[src/rtl/ex_stage_if.sv]
// Handshake and operand bus between decode, the execute stage and its consumer.
// The master side is the surrounding pipeline; the slave side is the execute stage.
interface ex_stage_if #(
  parameter int XLEN = 32
);
  logic            id_valid;
  logic            id_ready;
  logic            flush;
  logic [XLEN-1:0] op_a;
  logic [XLEN-1:0] op_b;
  logic [2:0]      alu_control;
  logic [1:0]      branch_op;
  logic            sltc;
  logic            arith_shift;
  logic            is_branch;
  logic [XLEN-1:0] pc;
  logic [XLEN-1:0] imm;
  logic [4:0]      rd;

  logic            ex_valid;
  logic            ex_ready;
  logic [XLEN-1:0] ex_result;
  logic [4:0]      ex_rd;
  logic            ex_br_taken;
  logic [XLEN-1:0] ex_br_target;

  modport master (
    output id_valid, flush, op_a, op_b, alu_control, branch_op, sltc,
           arith_shift, is_branch, pc, imm, rd, ex_ready,
    input  id_ready, ex_valid, ex_result, ex_rd, ex_br_taken, ex_br_target
  );

  modport slave (
    input  id_valid, flush, op_a, op_b, alu_control, branch_op, sltc,
           arith_shift, is_branch, pc, imm, rd, ex_ready,
    output id_ready, ex_valid, ex_result, ex_rd, ex_br_taken, ex_br_target
  );
endinterface

[src/rtl/ex_stage.sv]
// Single-entry execute stage: ALU, set-less-than and branch resolution with a
// valid/ready output register and a flush that kills both held and offered ops.
module ex_stage #(
  parameter int XLEN = 32
) (
  input  logic     clk,
  input  logic     rst_n,
  ex_stage_if.slave bus
);

  localparam int SHW = $clog2(XLEN);

  typedef enum logic [2:0] {
    ALU_ADD  = 3'b000,
    ALU_SUBS = 3'b001,
    ALU_SLL  = 3'b010,
    ALU_SUBU = 3'b011,
    ALU_SRX  = 3'b100,
    ALU_XOR  = 3'b101,
    ALU_OR   = 3'b110,
    ALU_AND  = 3'b111
  } alu_op_e;

  typedef enum logic [1:0] {
    BR_EQ = 2'b00,
    BR_NE = 2'b01,
    BR_LT = 2'b10,
    BR_GE = 2'b11
  } br_op_e;

  alu_op_e         alu_op;
  br_op_e          br_op;
  logic [SHW-1:0]  shamt;
  logic [XLEN-1:0] alu_value;
  logic [XLEN-1:0] result_next;
  logic            zero;
  logic            lt;
  logic            taken_next;
  logic            accept;

  assign alu_op = alu_op_e'(bus.alu_control);
  assign br_op  = br_op_e'(bus.branch_op);
  assign shamt  = bus.op_b[SHW-1:0];
  assign zero   = (bus.op_a == bus.op_b);

  // A new op may enter whenever the output register is empty or draining now.
  assign bus.id_ready = !bus.ex_valid || bus.ex_ready;
  assign accept       = bus.id_valid && bus.id_ready && !bus.flush;

  // NOTE: every output of a combinational block gets a default first so no path leaves it unassigned and infers a latch.
  always_comb begin
    alu_value = '0;
    lt        = 1'b0;
    unique case (alu_op)
      ALU_ADD:  alu_value = bus.op_a + bus.op_b;
      ALU_SUBS: begin
        alu_value = bus.op_a - bus.op_b;
        lt        = $signed(bus.op_a) < $signed(bus.op_b);
      end
      ALU_SLL:  alu_value = bus.op_a << shamt;
      ALU_SUBU: begin
        alu_value = bus.op_a - bus.op_b;
        lt        = bus.op_a < bus.op_b;
      end
      ALU_SRX:  alu_value = bus.arith_shift ? XLEN'($signed(bus.op_a) >>> shamt)
                                            : bus.op_a >> shamt;
      ALU_XOR:  alu_value = bus.op_a ^ bus.op_b;
      ALU_OR:   alu_value = bus.op_a | bus.op_b;
      ALU_AND:  alu_value = bus.op_a & bus.op_b;
      default:  alu_value = '0;
    endcase
  end

  always_comb begin
    taken_next = 1'b0;
    if (bus.is_branch) begin
      unique case (br_op)
        BR_EQ:   taken_next = zero;
        BR_NE:   taken_next = !zero;
        BR_LT:   taken_next = lt;
        BR_GE:   taken_next = !lt;
        default: taken_next = 1'b0;
      endcase
    end
  end

  assign result_next = bus.sltc ? {{(XLEN-1){1'b0}}, lt} : alu_value;

  // NOTE: state registers use non-blocking assignment so every flop samples pre-edge values regardless of statement order.
  always_ff @(posedge clk or negedge rst_n) begin
    if (!rst_n) begin
      bus.ex_valid     <= 1'b0;
      bus.ex_result    <= '0;
      bus.ex_rd        <= '0;
      bus.ex_br_taken  <= 1'b0;
      bus.ex_br_target <= '0;
    end else begin
      // Flush wins over both a concurrent accept and a stalled hold.
      if (bus.flush)         bus.ex_valid <= 1'b0;
      else if (accept)       bus.ex_valid <= 1'b1;
      else if (bus.ex_ready) bus.ex_valid <= 1'b0;

      if (accept) begin
        bus.ex_result    <= result_next;
        bus.ex_rd        <= bus.rd;
        bus.ex_br_taken  <= taken_next;
        bus.ex_br_target <= bus.pc + bus.imm;
      end
    end
  end

endmodule

[src/flat_wrapper.sv]
// flat-port wrapper written by rule: the top's interface ports become plain ports
module ex_stage_flat 
#(
  parameter int XLEN = 32
)
  (clk, rst_n, bus_id_valid, bus_flush, bus_op_a, bus_op_b, bus_alu_control, bus_branch_op, bus_sltc, bus_arith_shift, bus_is_branch, bus_pc, bus_imm, bus_rd, bus_ex_ready, bus_id_ready, bus_ex_valid, bus_ex_result, bus_ex_rd, bus_ex_br_taken, bus_ex_br_target);
  ex_stage_if #(.XLEN(XLEN)) bus_i ();
  input  logic clk;
  input  logic rst_n;
  input wire logic [$bits(bus_i.id_valid)-1:0] bus_id_valid;
  input wire logic [$bits(bus_i.flush)-1:0] bus_flush;
  input wire logic [$bits(bus_i.op_a)-1:0] bus_op_a;
  input wire logic [$bits(bus_i.op_b)-1:0] bus_op_b;
  input wire logic [$bits(bus_i.alu_control)-1:0] bus_alu_control;
  input wire logic [$bits(bus_i.branch_op)-1:0] bus_branch_op;
  input wire logic [$bits(bus_i.sltc)-1:0] bus_sltc;
  input wire logic [$bits(bus_i.arith_shift)-1:0] bus_arith_shift;
  input wire logic [$bits(bus_i.is_branch)-1:0] bus_is_branch;
  input wire logic [$bits(bus_i.pc)-1:0] bus_pc;
  input wire logic [$bits(bus_i.imm)-1:0] bus_imm;
  input wire logic [$bits(bus_i.rd)-1:0] bus_rd;
  input wire logic [$bits(bus_i.ex_ready)-1:0] bus_ex_ready;
  output wire logic [$bits(bus_i.id_ready)-1:0] bus_id_ready;
  output wire logic [$bits(bus_i.ex_valid)-1:0] bus_ex_valid;
  output wire logic [$bits(bus_i.ex_result)-1:0] bus_ex_result;
  output wire logic [$bits(bus_i.ex_rd)-1:0] bus_ex_rd;
  output wire logic [$bits(bus_i.ex_br_taken)-1:0] bus_ex_br_taken;
  output wire logic [$bits(bus_i.ex_br_target)-1:0] bus_ex_br_target;
  assign bus_i.id_valid = bus_id_valid;
  assign bus_i.flush = bus_flush;
  assign bus_i.op_a = bus_op_a;
  assign bus_i.op_b = bus_op_b;
  assign bus_i.alu_control = bus_alu_control;
  assign bus_i.branch_op = bus_branch_op;
  assign bus_i.sltc = bus_sltc;
  assign bus_i.arith_shift = bus_arith_shift;
  assign bus_i.is_branch = bus_is_branch;
  assign bus_i.pc = bus_pc;
  assign bus_i.imm = bus_imm;
  assign bus_i.rd = bus_rd;
  assign bus_i.ex_ready = bus_ex_ready;
  assign bus_id_ready = bus_i.id_ready;
  assign bus_ex_valid = bus_i.ex_valid;
  assign bus_ex_result = bus_i.ex_result;
  assign bus_ex_rd = bus_i.ex_rd;
  assign bus_ex_br_taken = bus_i.ex_br_taken;
  assign bus_ex_br_target = bus_i.ex_br_target;
  ex_stage #(.XLEN(XLEN)) u_core (.clk(clk), .rst_n(rst_n), .bus(bus_i));
endmodule
[config.mk]
export PLATFORM = sky130hd
export DESIGN_NAME = ex_stage_flat
export DESIGN_NICKNAME = d
export VERILOG_FILES = /design/src/rtl/ex_stage_if.sv /design/src/rtl/ex_stage.sv /design/src/flat_wrapper.sv
export SDC_FILE = /design/constraint.sdc
export NUM_CORES = 1
export LEC_CHECK = 0
export ABC_AREA = 0
export ABC_CLOCK_PERIOD_IN_PS = 3100
export CORE_UTILIZATION = 50
export DETAILED_ROUTE_END_ITERATION = 16
export PLACE_DENSITY = 0.76
export SKIP_CTS_REPAIR_TIMING = 1
export SLEW_MARGIN = 40
export SYNTH_ARGS = -nofsm -noshare
export SYNTH_HDL_FRONTEND = slang
export SYNTH_SLANG_ARGS = --single-unit
export TNS_END_PERCENT = 1
[constraint.sdc]
create_clock -name clk -period 3.1 [get_ports clk]
set_clock_uncertainty 0.2 [all_clocks]
set_input_delay 0.93 -clock clk [delete_from_list [all_inputs] [get_ports clk]]
set_output_delay 0.93 -clock clk [all_outputs]
set_load 0.005 [all_outputs]
==> key figures, run 1 <==
Outcome
  – Status: aborted with a tool error
  – Fail Step: global routing (5_1_grt)
  – Run Error: [ERROR GRT-0232] Routing congestion too high. Check the congestion heatmap in the GUI.

Global route
  – Gr usage total: 67.6%
  – Largest net degree at the start of global routing: 77
  – Grt ovf: 4

Synth
  – Netlist cell types: 78
  – EDFF count, synth: 0
  – Top FF cell, synth: dfrtp_1
  – #FFs+latches synth: 71
  – Cells after synthesis: 1785
  – Syn nets: 2062
  – Sequential share of the synthesized area: 13.4%
  – Syn Area/Cell: 7.45 um2
  – Synth Cell Area: about 13000 um2
  – Ys Warns: 0
  – Post-synth ARST share: 100%

Clock network
  – CTS Root Cell: clkbuf_16
  – CTS H-tree lvls: 3
  – Clock buffer count from CTS: 9
  – Sink Count: 71
  – CTS Buffer Depth: 2

Place
  – Post-DP HPWL: 55400 um
  – Port Buffers: 217
  – Worst slack, placed: -1.29 ns
  – Placer Congestion: 1.12

Floorplan
  – Core Rows: 59
  – Die Width: 165 um
  – Initial core utilization: 51.0%
  – # IOs: 218
  – Die height: 165 um

STA
  – GRT worst endpoint: u_core.bus.ex_result[26]$_DFFE_PN0P_/D
  – Worst ep type: register data pin
kinds of logic after synthesis:
group                    synth area share [%]
AO/OA/AOI/OAI                            30.8
multiplexers                             14.0
adder cells (fa/ha/maj)                  12.5
flip-flops                               13.4
AND/OR/NAND/NOR                          18.0
buffers and inverters                    7.12
XOR/XNOR                                 4.15
through the flow:
stage	utilization, %	cell area [um2]	cells
after CTS	77.5	20200	2808
after detailed placement	76.5	19900	2793
after global placement	76.5	19900	2793
after floorplan	-	13500	1785
synth_stat cells (10+ instances only):
library cell,n,area (um2)
a21o_1,39,293
mux2i_1,59,591
buf_2,18,90.1
a21oi_1,141,706
a211oi_1,36,270
a221o_1,11,110
o21a_1,15,113
clkbuf_1,89,334
nand3_1,33,165
a22o_1,37,324
o21ai_1,20,100
a22oi_1,12,90.1
xor2_1,17,149
xnor2_1,46,403
o21ai_0,147,736
inv_1,114,428
buf_1,16,60.1
nor4_1,14,87.6
mux4_2,48,1080
ha_1,128,1600
o221ai_1,14,123
a31oi_1,13,81.3
dfrtp_1,71,1780
o31ai_1,17,128
nor3_1,43,215
o211ai_1,16,120
nand2b_1,10,62.6
nor2b_1,17,106
nand4_1,13,81.3
nor2_1,156,586
mux2_2,16,180
and3_1,17,106
o21bai_1,15,113
nand2_1,193,724
a221oi_1,15,131
metal layers:
metal  track usage, %  GRT overflow
met1             68.1             0
met2             89.0             1
met3             45.1             0
met4             69.4             3
met5             9.85             0
==> run 2, diff against run 1 <==
Settings changed: CORE_UTILIZATION 50 to 35, PLACE_DENSITY 0.76 to unset, PLACE_DENSITY_LB_ADDON set to 0.15.
==> key figures, run 2 <==
Outcome
  – Status: finished with violations
  – Failing checks: negative setup slack

Worst setup path
  – R2R cell count: 10
  – Startpoint Class: input port
  – Critical-path maximum fanout: 3
  – Reg2reg start: u_core.bus.ex_valid
  – Slowest CP cell: fa_2
  – Worst r2r dst: u_core.bus.ex_result[25]
  – Max incr delay on CP: roughly 0.35 ns
  – Worst EP arrival: 3.36 ns
  – Kind of critical path: in -> reg
  – Worst setup EP type: flop
  – R2R Setup Slk: approximately 0.75 ns
  – Crit path cell chain: buf_8 > inv_6 > ha_4 > inv_2 > fa_2 > nor2b_4 > o21ai_4 > a311oi_4 > buf_6 > nor3_4 > o211ai_1 > mux2_4 > a2111oi_4 > a21oi_1
  – CP Data Required Time: 3.14 ns

Hold path
  – Hold Path Depth: 2
  – Hold Crit Start: u_core.bus.ex_rd[0]
  – Worst hold path type: reg -> reg
  – Hold EP: u_core.bus.ex_rd[0]

Clock network
  – Worst-Skew Late Latency: 0.36 ns
  – Clock slew at reported path FFs: 0.07 ns
  – Sink Count: 71
  – CTS H-tree lvls: 3
  – CTS Root Cell: clkbuf_16
  – CTS tree: yes
  – Clock buffer count from CTS: 9
  – CTS Buffer Depth: 2

Final layout
  – Area Growth Syn to Fin: 71.7%
  – FF+latch area: 1780 um2
  – Top Registers: u_core.bus.ex_br_target x32, u_core.bus.ex_result x32, u_core.bus.ex_rd x5
  – Layout cells sized above 1: 39.7%
  – Commonest non-fill, non-tap cell in the layout: buf_4
  – Most frequent cells in the layout: 619 x buf_4, 186 x nand2_1, 148 x clkdlybuf4s50_1
  – Final instance area: roughly 23000 um2
  – # diodes: 0
  – Area occupied by multi-input gates: about 12000 um2
  – Fillers: around 3400
  – Final net count: 2825

Power
  – NetSw: roughly 2.8 mW
  – Lkg Pwr: between 10 and 15 nW
  – Overall Power: 6.75 mW
  – Cell internal pwr: 3.99 mW
  – Peak supply drop: 0.000250 V
  – Clock power frac: 17.4%
  – PwrDens: around 300 nW/um2
  – Combinational power share: 64.6%
  – Sw frac: 40.8%
  – Sequential cell fraction of total power: 18.0%

Synth
  – Synth Cell Area: 13300 um2
  – Syn Area/Cell: roughly 7.4 um2
  – Top cells by count, synth: 193 x nand2_1, 156 x nor2_1, 147 x o21ai_0, 141 x a21oi_1, 128 x ha_1
  – Top FF cell, synth: dfrtp_1
  – Netlist cell types: a little under 80
  – #FFs+latches synth: 71
  – EDFF count, synth: 0
  – Syn nets: 2062
  – Most frequent cell after synthesis: nand2_1
  – Post-synth ARST share: 100%
  – Sequential share of the synthesized area: approximately an eighth
  – Top cells by area, synth: dfrtp_1 13%, ha_1 12%, mux4_2 8.1%, o21ai_0 5.5%, nand2_1 5.5%
  – Cells after synthesis: between 1500 and 2000
  – Leading area contributor after synthesis: dfrtp_1
  – Ys Warns: 0
  – Top cell type's share of synthesized area: 13.4%

Floorplan
  – Core Rows: 71
  – Initial core utilization: between 30% and 40%
  – Die Width: 197 um
  – Die height: 197 um
  – # IOs: 218
  – Die area: ~39000 um2
  – Core area: 37500 um2

Place
  – Post-DP HPWL: ~58000 um
  – Placer Congestion: about 1.1
  – Placed cell area: 20500 um2
  – Port Buffers: 217

STA
  – Final setup violation count: 43
  – Final WS setup: -0.217 ns
  – Final hold viol count: 0
  – Fmax achieved: 301 MHz
  – Fin crit share: 107%
  – Worst-margin pin slew: 0.664 ns
  – RSZ-0062 raised after global routing: yes
  – Slew margin rel.: 55.4%
  – Slew Limit Fails: 0
  – Post-layout minimum cycle time: 3.32 ns

Drt
  – Wire length per cell: 23.3 um
  – Drt first pass iters: 6
  – DR DRC count: 0
  – Vias: around 18000
  – Drt total wl: 71500 um
  – First-iteration detailed-routing DRC count: 1566
  – Routed Antenna Nets: 0
  – Vias per cell: 5.84

Job
  – Number of max-cap violations: 0

Global route
  – Antenna violations before repair: 3
  – Gr usage total: a little over a third
  – Vias in the first global route: 17000
  – First-pass GRT wire length: between 100000 and 150000 um
  – Largest net degree at the start of global routing: 77
  – Grt ovf: 0
run 2: metal layers:
layer	vias up	routed length [um]	track usage [%]
li1	8125	-	-
met1	8512	27600	42.9
met5	-	30	0
met3	244	6050	5.97
met4	4	5490	21.6
met2	990	32300	58.1
run 2: worst max-delay path, delay by kind of cell:
kind,cells,cell delay (ns)
AO/OA/AOI/OAI,5,0.88
adder cells (fa/ha/maj),2,0.48
buffers and inverters,4,0.35
multiplexers,1,0.34
AND/OR/NAND/NOR,2,0.38
run 2: logic make-up after synthesis:
logic type               count (synthesis)  synth area share [%]
buffers and inverters                  242                  7.12
adder cells (fa/ha/maj)                131                  12.5
AND/OR/NAND/NOR                        533                  18.0
multiplexers                           124                  14.0
AO/OA/AOI/OAI                          621                  30.8
flip-flops                              71                  13.4
XOR/XNOR                                63                  4.15
run 2: how the worst max path moves through the flow:
stage / slack, ns / startpoint / cells past startpoint / to
3_5_place_dp: -1.28 / bus_op_b[4] / 12 / u_core.bus.ex_br_taken
2_1_floorplan: -0.39 / bus_op_b[2] / 14 / u_core.bus.ex_result[26]
6_report: -0.22 / bus_op_a[0] / 14 / u_core.bus.ex_result[26]
4_1_cts: -0.92 / bus_op_b[4] / 12 / u_core.bus.ex_br_taken
3_3_place_gp: -1.19 / bus_op_a[6] / 13 / u_core.bus.ex_result[29]
5_1_grt: -0.29 / bus_op_a[0] / 14 / u_core.bus.ex_result[26]
run 2: power groups by stage:
stage / Clock, mW / Combinational, mW / Sequential [mW]
final: 1.17 / 4.36 / 1.22
after CTS: 1.19 / 3.88 / 1.22
after global routing: 1.23 / 4.62 / 1.23
after floorplan: 0 / 1.71 / 1.21
after global placement: 0 / 3.83 / 1.23
after detailed placement: 0 / 3.86 / 1.23
run 2: layout make-up:
cell class,count,area share [%]
Clock buffer,9,0.987
Clock inverter,6,0.378
Inverter,116,2.00
Multi-Input combinational cell,1472,53.0
Sequential cell,71,7.79
Tap cell,511,2.80
Timing Repair Buffer,878,33.0
run 2: metrics by stage:
step                      setup TNS [ns]  util (%)  hold slack, ns  instances  setup WS (ns)
after floorplan                    -6.96         -           0.270       1785         -0.390
after global routing               -8.08      60.9           0.301       3063         -0.294
after global placement            -46.54      54.8           0.259       3014          -1.19
final                              -4.42      60.9           0.272       3063         -0.217
after detailed placement          -48.77      54.8           0.261       3014          -1.28
after CTS                         -28.44      55.6           0.277       3029         -0.919
(Power assumes the default switching activity.)
